## src/rtl/biu_ahb_arbiter_if.sv

```systemverilog
// rtl/biu_ahb_arbiter_if.sv - requester-side and AHB-side signal bundle for the BIU master-port arbiter
// The slave modport is the arbiter's view; the master modport is the requester/bus-model view.
interface biu_ahb_arbiter_if #(
   parameter int NM = 3,
   parameter int AW = 64,
   parameter int DW = 64
);
   logic [NM-1:0]    bus_req;
   logic [NM-1:0]    bus_ack;
   logic [NM*AW-1:0] m_haddr;
   logic [NM-1:0]    m_hwrite;
   logic [NM*4-1:0]  m_hsize;
   logic [NM*3-1:0]  m_hburst;
   logic [NM*4-1:0]  m_hprot;
   logic [NM*2-1:0]  m_htrans;
   logic [NM-1:0]    m_hmastlock;
   logic [NM*DW-1:0] m_hwdata;
   logic [AW-1:0]    haddr;
   logic             hwrite;
   logic [3:0]       hsize;
   logic [2:0]       hburst;
   logic [3:0]       hprot;
   logic [1:0]       htrans;
   logic             hmastlock;
   logic [DW-1:0]    hwdata;
   logic             hready;
   logic             hresp;
   logic [1:0]       owner;

   modport slave (
      input  bus_req, m_haddr, m_hwrite, m_hsize, m_hburst, m_hprot,
             m_htrans, m_hmastlock, m_hwdata, hready, hresp,
      output bus_ack, haddr, hwrite, hsize, hburst, hprot, htrans,
             hmastlock, hwdata, owner
   );

   modport master (
      output bus_req, m_haddr, m_hwrite, m_hsize, m_hburst, m_hprot,
             m_htrans, m_hmastlock, m_hwdata, hready, hresp,
      input  bus_ack, haddr, hwrite, hsize, hburst, hprot, htrans,
             hmastlock, hwdata, owner
   );
endinterface

```

## src/rtl/biu_ahb_arbiter.sv

```systemverilog
// rtl/biu_ahb_arbiter.sv - shares the BIU AHB master port between TLB (0), D-cache (1) and I-cache (2)
// Define BIU_ARB_RR_EN to alternate requesters 1 and 2 on ties; requester 0 always keeps top priority.
module biu_ahb_arbiter #(
   parameter int NM = 3,
   parameter int AW = 64,
   parameter int DW = 64
) (
   input  logic             clk,
   input  logic             rst,
   biu_ahb_arbiter_if.slave bus
);

   typedef enum logic [1:0] {
      ARB_IDLE     = 2'd0,
      ARB_OWN      = 2'd1,
      ARB_HANDOVER = 2'd2
   } arb_state_t;

   localparam logic [1:0] HTRANS_IDLE   = 2'b00;
   localparam logic [1:0] HTRANS_NONSEQ = 2'b10;

   arb_state_t    r_state;
   logic [NM-1:0] r_bus_ack;
   logic [1:0]    r_owner;
   logic [1:0]    r_data_owner;
   logic          r_data_owner_vld;
`ifdef BIU_ARB_RR_EN
   // 1 when requester 2 held the last grant among requesters 1 and 2
   logic          r_last_grant;
`endif

   logic [AW-1:0] w_haddr     [NM];
   logic [3:0]    w_hsize     [NM];
   logic [2:0]    w_hburst    [NM];
   logic [3:0]    w_hprot     [NM];
   logic [1:0]    w_htrans    [NM];
   logic [DW-1:0] w_hwdata    [NM];

   genvar gi;
   generate
      for (gi = 0; gi < NM; gi++) begin : g_unpack
         assign w_haddr[gi]  = bus.m_haddr[gi*AW +: AW];
         assign w_hsize[gi]  = bus.m_hsize[gi*4 +: 4];
         assign w_hburst[gi] = bus.m_hburst[gi*3 +: 3];
         assign w_hprot[gi]  = bus.m_hprot[gi*4 +: 4];
         assign w_htrans[gi] = bus.m_htrans[gi*2 +: 2];
         assign w_hwdata[gi] = bus.m_hwdata[gi*DW +: DW];
      end
   endgenerate

   logic [1:0]    w_winner;
   logic [NM-1:0] w_winner_oh;
   logic          w_own;
   logic          w_release;
   logic          w_unused_hresp;

   // Error responses are handled by the requester; release follows the normal rule.
   assign w_unused_hresp = bus.hresp;

   always_comb begin
      w_winner = 2'd0;
      if (bus.bus_req[0]) begin
         w_winner = 2'd0;
`ifdef BIU_ARB_RR_EN
      end else if (bus.bus_req[1] && bus.bus_req[2]) begin
         w_winner = r_last_grant ? 2'd1 : 2'd2;
`endif
      end else if (bus.bus_req[1]) begin
         w_winner = 2'd1;
      end else if (bus.bus_req[2]) begin
         w_winner = 2'd2;
      end
   end

   assign w_winner_oh = NM'(1) << w_winner;
   assign w_own       = (r_state == ARB_OWN);

   // Only an idle, non-requesting owner on a ready bus may give up the port.
   assign w_release = w_own
                    && !bus.bus_req[r_owner]
                    && (w_htrans[r_owner] == HTRANS_IDLE)
                    && bus.hready;

   assign bus.haddr     = w_own ? w_haddr[r_owner]         : '0;
   assign bus.hwrite    = w_own ? bus.m_hwrite[r_owner]    : 1'b0;
   assign bus.hsize     = w_own ? w_hsize[r_owner]         : 4'd0;
   assign bus.hburst    = w_own ? w_hburst[r_owner]        : 3'd0;
   assign bus.hprot     = w_own ? w_hprot[r_owner]         : 4'd0;
   assign bus.htrans    = w_own ? w_htrans[r_owner]        : HTRANS_IDLE;
   assign bus.hmastlock = w_own ? bus.m_hmastlock[r_owner] : 1'b0;
   assign bus.hwdata    = r_data_owner_vld ? w_hwdata[r_data_owner] : '0;
   assign bus.bus_ack   = r_bus_ack;
   assign bus.owner     = r_owner;

   always_ff @(posedge clk or posedge rst) begin
      if (rst) begin
         r_state          <= ARB_IDLE;
         r_bus_ack        <= '0;
         r_owner          <= 2'd0;
         r_data_owner     <= 2'd0;
         r_data_owner_vld <= 1'b0;
`ifdef BIU_ARB_RR_EN
         r_last_grant     <= 1'b1;
`endif
      end else begin
         // The data phase follows whoever owned the address phase when it was accepted.
         if (bus.hready) begin
            if (bus.htrans == HTRANS_NONSEQ) begin
               r_data_owner     <= r_owner;
               r_data_owner_vld <= 1'b1;
            end else if (bus.htrans == HTRANS_IDLE) begin
               r_data_owner_vld <= 1'b0;
            end
         end

         case (r_state)
            ARB_IDLE: begin
               if ((|bus.bus_req) && bus.hready) begin
                  r_owner   <= w_winner;
                  r_bus_ack <= w_winner_oh;
                  r_state   <= ARB_OWN;
`ifdef BIU_ARB_RR_EN
                  if (w_winner != 2'd0) begin
                     r_last_grant <= (w_winner == 2'd2);
                  end
`endif
               end
            end
            ARB_OWN: begin
               if (w_release) begin
                  r_bus_ack <= '0;
                  r_state   <= ARB_HANDOVER;
               end
            end
            ARB_HANDOVER: begin
               r_state <= ARB_IDLE;
            end
            default: begin
               r_bus_ack <= '0;
               r_state   <= ARB_IDLE;
            end
         endcase
      end
   end

endmodule

```

## src/flat_wrapper.sv

```systemverilog
// flat-port wrapper written by rule: the top's interface ports become plain ports
module biu_ahb_arbiter_flat 
#(
   parameter int NM = 3,
   parameter int AW = 64,
   parameter int DW = 64
)
  (clk, rst, bus_bus_req, bus_m_haddr, bus_m_hwrite, bus_m_hsize, bus_m_hburst, bus_m_hprot, bus_m_htrans, bus_m_hmastlock, bus_m_hwdata, bus_hready, bus_hresp, bus_bus_ack, bus_haddr, bus_hwrite, bus_hsize, bus_hburst, bus_hprot, bus_htrans, bus_hmastlock, bus_hwdata, bus_owner);
  biu_ahb_arbiter_if #(.NM(NM), .AW(AW), .DW(DW)) bus_i ();
  input  logic clk;
  input  logic rst;
  input wire logic [$bits(bus_i.bus_req)-1:0] bus_bus_req;
  input wire logic [$bits(bus_i.m_haddr)-1:0] bus_m_haddr;
  input wire logic [$bits(bus_i.m_hwrite)-1:0] bus_m_hwrite;
  input wire logic [$bits(bus_i.m_hsize)-1:0] bus_m_hsize;
  input wire logic [$bits(bus_i.m_hburst)-1:0] bus_m_hburst;
  input wire logic [$bits(bus_i.m_hprot)-1:0] bus_m_hprot;
  input wire logic [$bits(bus_i.m_htrans)-1:0] bus_m_htrans;
  input wire logic [$bits(bus_i.m_hmastlock)-1:0] bus_m_hmastlock;
  input wire logic [$bits(bus_i.m_hwdata)-1:0] bus_m_hwdata;
  input wire logic [$bits(bus_i.hready)-1:0] bus_hready;
  input wire logic [$bits(bus_i.hresp)-1:0] bus_hresp;
  output wire logic [$bits(bus_i.bus_ack)-1:0] bus_bus_ack;
  output wire logic [$bits(bus_i.haddr)-1:0] bus_haddr;
  output wire logic [$bits(bus_i.hwrite)-1:0] bus_hwrite;
  output wire logic [$bits(bus_i.hsize)-1:0] bus_hsize;
  output wire logic [$bits(bus_i.hburst)-1:0] bus_hburst;
  output wire logic [$bits(bus_i.hprot)-1:0] bus_hprot;
  output wire logic [$bits(bus_i.htrans)-1:0] bus_htrans;
  output wire logic [$bits(bus_i.hmastlock)-1:0] bus_hmastlock;
  output wire logic [$bits(bus_i.hwdata)-1:0] bus_hwdata;
  output wire logic [$bits(bus_i.owner)-1:0] bus_owner;
  assign bus_i.bus_req = bus_bus_req;
  assign bus_i.m_haddr = bus_m_haddr;
  assign bus_i.m_hwrite = bus_m_hwrite;
  assign bus_i.m_hsize = bus_m_hsize;
  assign bus_i.m_hburst = bus_m_hburst;
  assign bus_i.m_hprot = bus_m_hprot;
  assign bus_i.m_htrans = bus_m_htrans;
  assign bus_i.m_hmastlock = bus_m_hmastlock;
  assign bus_i.m_hwdata = bus_m_hwdata;
  assign bus_i.hready = bus_hready;
  assign bus_i.hresp = bus_hresp;
  assign bus_bus_ack = bus_i.bus_ack;
  assign bus_haddr = bus_i.haddr;
  assign bus_hwrite = bus_i.hwrite;
  assign bus_hsize = bus_i.hsize;
  assign bus_hburst = bus_i.hburst;
  assign bus_hprot = bus_i.hprot;
  assign bus_htrans = bus_i.htrans;
  assign bus_hmastlock = bus_i.hmastlock;
  assign bus_hwdata = bus_i.hwdata;
  assign bus_owner = bus_i.owner;
  biu_ahb_arbiter #(.NM(NM), .AW(AW), .DW(DW)) u_core (.clk(clk), .rst(rst), .bus(bus_i));
endmodule
```

## config.mk

```make
export PLATFORM = sky130hd
export DESIGN_NAME = biu_ahb_arbiter_flat
export DESIGN_NICKNAME = d
export VERILOG_FILES = /design/src/rtl/biu_ahb_arbiter_if.sv /design/src/rtl/biu_ahb_arbiter.sv /design/src/flat_wrapper.sv
export SDC_FILE = /design/constraint.sdc
export NUM_CORES = 1
export LEC_CHECK = 0
export CAP_MARGIN = 20
export CELL_PAD_IN_SITES_DETAIL_PLACEMENT = 0
export CELL_PAD_IN_SITES_GLOBAL_PLACEMENT = 2
export CORE_AREA = 3 3 224 226
export CTS_BUF_LIST = sky130_fd_sc_hd__clkbuf_16
export DETAILED_ROUTE_END_ITERATION = 8
export DIE_AREA = 0 0 227 229
export GPL_TIMING_DRIVEN = 0
export HOLD_SLACK_MARGIN = 0.08
export PLACE_DENSITY = 0.72
export SYNTH_ARGS = -nofsm -noshare
export SYNTH_HDL_FRONTEND = slang
export SYNTH_SLANG_ARGS = --single-unit
```

## constraint.sdc

```tcl
create_clock -name clk -period 1.8 [get_ports clk]
set_input_delay 0.36 -clock clk [delete_from_list [all_inputs] [get_ports clk]]
set_output_delay 0.36 -clock clk [all_outputs]
set_load 0.01 [all_outputs]
```

==> results.md <==
- Sequential share of the synthesized area: under 10%
- Initial drt markers: 221
- Yosys top cell by area: mux2i_1
- Worst-path clk slew: 0.04 ns
- Share of cells above drive strength 1: roughly a third
- Worst setup SP type: flop
- DIE HEIGHT: between 200 and 250 µm
- CTS Root Cell: clkbuf_16
- Crit path max-delay family: buffers and inverters
- HP Class: in2async
- Die ar.: 52000 µm²
- Mean post-synth cell area: a little over 6 µm²
- RePlAce Congestion: 0.851
- DRC: 0
- Initial DRT Pass Iterations: 4
- Synth-to-Final Area Change: 202%
- Post-Synthesis Cells: around 690
- Core area: approximately 50000 µm²
- Hold Buf Count CTS: 0
- Leakage: 5.39 nW
- First-pass GRT wire length: between 50000 and 60000 µm
- Fraction of registers with async set or reset after synthesis: 100%
- Gr usage total: 15.0%
- Final Hold Vio Count: 0
- Failing checks: negative setup slack
- Worst Setup End Kind: output port
- Synthesis warning total: 0
- CTS sink cnt: 10
- Fill cells: about 5400
- Clock Path Buffers: 2
- Vias per cell: about 3.9
- Vias: slightly below 8000
- Width of the die: roughly 230 µm
- Clock Latency Late Sink: between 0.2 and 0.25 ns
- Leading cell types by count after synthesis: nor2_1, mux2i_1, a21oi_1
- Crit path from: u_core.bus.owner[0]
- CP Max Fanout: 6
- Syn nets: 1124
- Pins over their slew limit: 0
- Status: finished, violations left
- Synth Flop Type: dfrtp_1
- Per-cell routed wire length: about 21 µm
- Max stage delay cell, worst path: dfrtp_1
- Final setup violation count: 150
- Minimum clock period: 2.26 ns
- Top cell type's share of synthesized area: between 30% and 40%
- Final cell utilization of the core: between 20% and 30%
- Initial antenna violation count: 17
- Final clock skew: between 0.002 and 0.0025 ns
- Register bit total from synthesis: 10
- IO Count: between 500 and 600
- Critical Path RT: about 1.4 ns
- Final ANT Viol Nets: 0
- Final wirelength: 42700 µm
- Slew HR: about two thirds
- Flop-to-flop setup slack: -0.18 ns
- Max-cap violation count: 0
- Worst hold slack: about 0.41 ns
- FF-to-FF path depth: 9
- FF-to-FF End: u_core.bus.bus_ack[1]
- Final period util: 125%
- WP data arrival: between 1.5 and 2 ns
- Cell Area, Synth: 4280 µm²
- Worst Tran Pin Value: about 0.5 ns
- Largest net degree at the start of global routing: 11
- Critical path class: reg2out
- Fmax: between 400 and 500 MHz
- EDFF count, synth: 0
- Non-filler cells, final: roughly 2000
- CTS tree: yes
- Max VDD drop: ~0.49 mV
- Pre-CTS setup slack: -1.38 ns
- Buf+Inv Stages, Crit Path: 6
- RSZ-0062 raised after global routing: true
- Grt ovf: 0
- Pwr dens: roughly 1300 nW/µm²
- Synth area leaders: mux2i_1, nor2_1, and2_1, a21oi_1, o21ai_0
- Vias in the first global route: between 8000 and 9000
- Multi-input gate area: roughly 4500 µm²
- Crit-path max cell delay: 0.39 ns
- CP Depth: 10
- Crit-path cells: buf_6 > buf_4 > buf_12 > buf_8 > buf_12 > mux2i_1 > nor2_1 > a21oi_1 > nor2_1 > buf_2
- DP Wirelength: 35000 µm
- Worst setup endpoint: bus_haddr[46]
- Most common cell in the netlist: nor2_1
- Final net count: around 1800
- Flip-flop and latch area: between 200 and 300 µm²
- DP Cell Count: between 1500 and 2000
- H-tree depth: 1
- Row count: 81
- RR Startpoint: u_core.bus.owner[0]
- Synth unique cells: 35
- IO Port Bufs: around 580
- Final worst slack: -0.455 ns
- Clock buffer count from CTS: 3
- Starting density of the core: 8.81%
-- worst register-to-register path, stage by stage (launching register included) --
cell and delay, ns:
dfrtp_1 0.39, buf_6 0.14, buf_4 0.14, buf_12 0.14, buf_4 0.14, buf_4 0.14, o21bai_4 0.16, a221oi_2 0.37
o21ai_2 0.13, o211ai_2 0.14
-- worst min-delay path by stage --
| stage | endpoint | slack (ns) | cells past startpoint |
|---|---|---|---|
| 2_1_floorplan | u_core.bus.bus_ack[0] | 0.20 | 1 |
| 3_3_place_gp | u_core.bus.bus_ack[2] | 0.51 | 1 |
| 3_5_place_dp | u_core.bus.bus_ack[2] | 0.54 | 1 |
| 4_1_cts | u_core.r_state[0] | 0.42 | 2 |
| 5_1_grt | u_core.r_state[1] | 0.46 | 2 |
| 6_report | u_core.r_state[1] | 0.41 | 2 |
-- per-layer routing --
layer / vias up / share of wire, % / GRT usage, % / wire length, µm
li1: 3716 / - / - / -
met1: 3559 / 35 / 15.4 / 15000
met2: 392 / 54 / 30.3 / 23100
met3: 44 / 8.4 / 3.58 / 3580
met4: 4 / 2.1 / 2.88 / 898
met5: - / 0.049 / 0 / 21
-- registers in the layout, indices dropped and copies added (netlist names) --
name and cells:
u_core.r_state 2, u_core.bus.bus_ack 3, u_core.r_data_owner 2, u_core.bus.owner 2, u_core.r_data_owner_vld 1
-- timing repair --
action,4_1_cts,5_1_grt
resized for setup,888,199
setup buffers,54,33
pin swaps,25,62
setup endpoints to repair,149,152
cloned,13,5
-- layout by cell type, fill, tap and decap left out, types with 5 or more instances in the layout --
| master | netlist | routed |
|---|---|---|
| and2_4 | 0 | 20 |
| nand2_2 | 0 | 36 |
| nor2_1 | 159 | 147 |
| dfrtp_1 | 10 | 7 |
| nand2_4 | 0 | 21 |
| clkdlybuf4s50_1 | 0 | 439 |
| buf_16 | 0 | 7 |
| buf_12 | 0 | 29 |
| o21ai_4 | 0 | 5 |
| buf_8 | 0 | 16 |
| clkbuf_16 | 0 | 8 |
| mux2i_2 | 0 | 14 |
| o21ai_2 | 0 | 18 |
| buf_2 | 35 | 111 |
| mux2i_4 | 1 | 11 |
| clkbuf_1 | 22 | 9 |
| nand2_1 | 67 | 10 |
| o21ai_1 | 2 | 43 |
| a21oi_2 | 0 | 18 |
| a21oi_1 | 79 | 61 |
| and2_1 | 64 | 44 |
| nor2_2 | 0 | 12 |
| buf_4 | 5 | 48 |
| o21ai_0 | 69 | 5 |
| mux2i_1 | 141 | 117 |
| buf_6 | 3 | 66 |
| diode_2 | 0 | 9 |
| clkbuf_2 | 0 | 8 |
-- layout make-up --
type                            count  share of cell area [%]
Timing Repair Buffer              680                    51.4
Multi-Input combinational cell    609                    34.5
Tap cell                          622                    6.03
Buffer                             60                    5.16
Sequential cell                    10                    1.97
Clock buffer                        3                   0.581
Antenna cell                        9                   0.174
Inverter                            4                   0.116
Clock inverter                      1                  0.0291
-- cells by family (layout without fill, tap and decap cells) --
family / Yosys count / after routing / synth area share (%)
buf+inv: 69 / 748 / 8.05
other cells: 0 / 9 / 0
compound gates: 162 / 162 / 20.9
flops: 10 / 10 / 5.85
mux: 144 / 144 / 34.1
simple gates: 303 / 303 / 31.1
-- metrics by stage --
| step | power, mW | TNS, ns | cell area, µm² |
|---|---|---|---|
| after detailed placement | 12.2 | -131.89 | 10900 |
| after global placement | 12.3 | -130.14 | 10900 |
| after global routing | 17.8 | -58.06 | 12900 |
| final | 16.7 | -45.50 | 12900 |
| after CTS | 15.5 | -47.43 | 12100 |
| after floorplan | 6.06 | 0 | 4280 |
-- where the power goes --
part | internal (mW) | total [mW] | switching (mW)
clock | 0.291 | 0.387 | 0.0968
sequential | 0.323 | 0.461 | 0.139
combinational | 8.18 | 15.8 | 7.65
total | 8.80 | 16.7 | 7.89
Power figures use the tool's default switching activity.
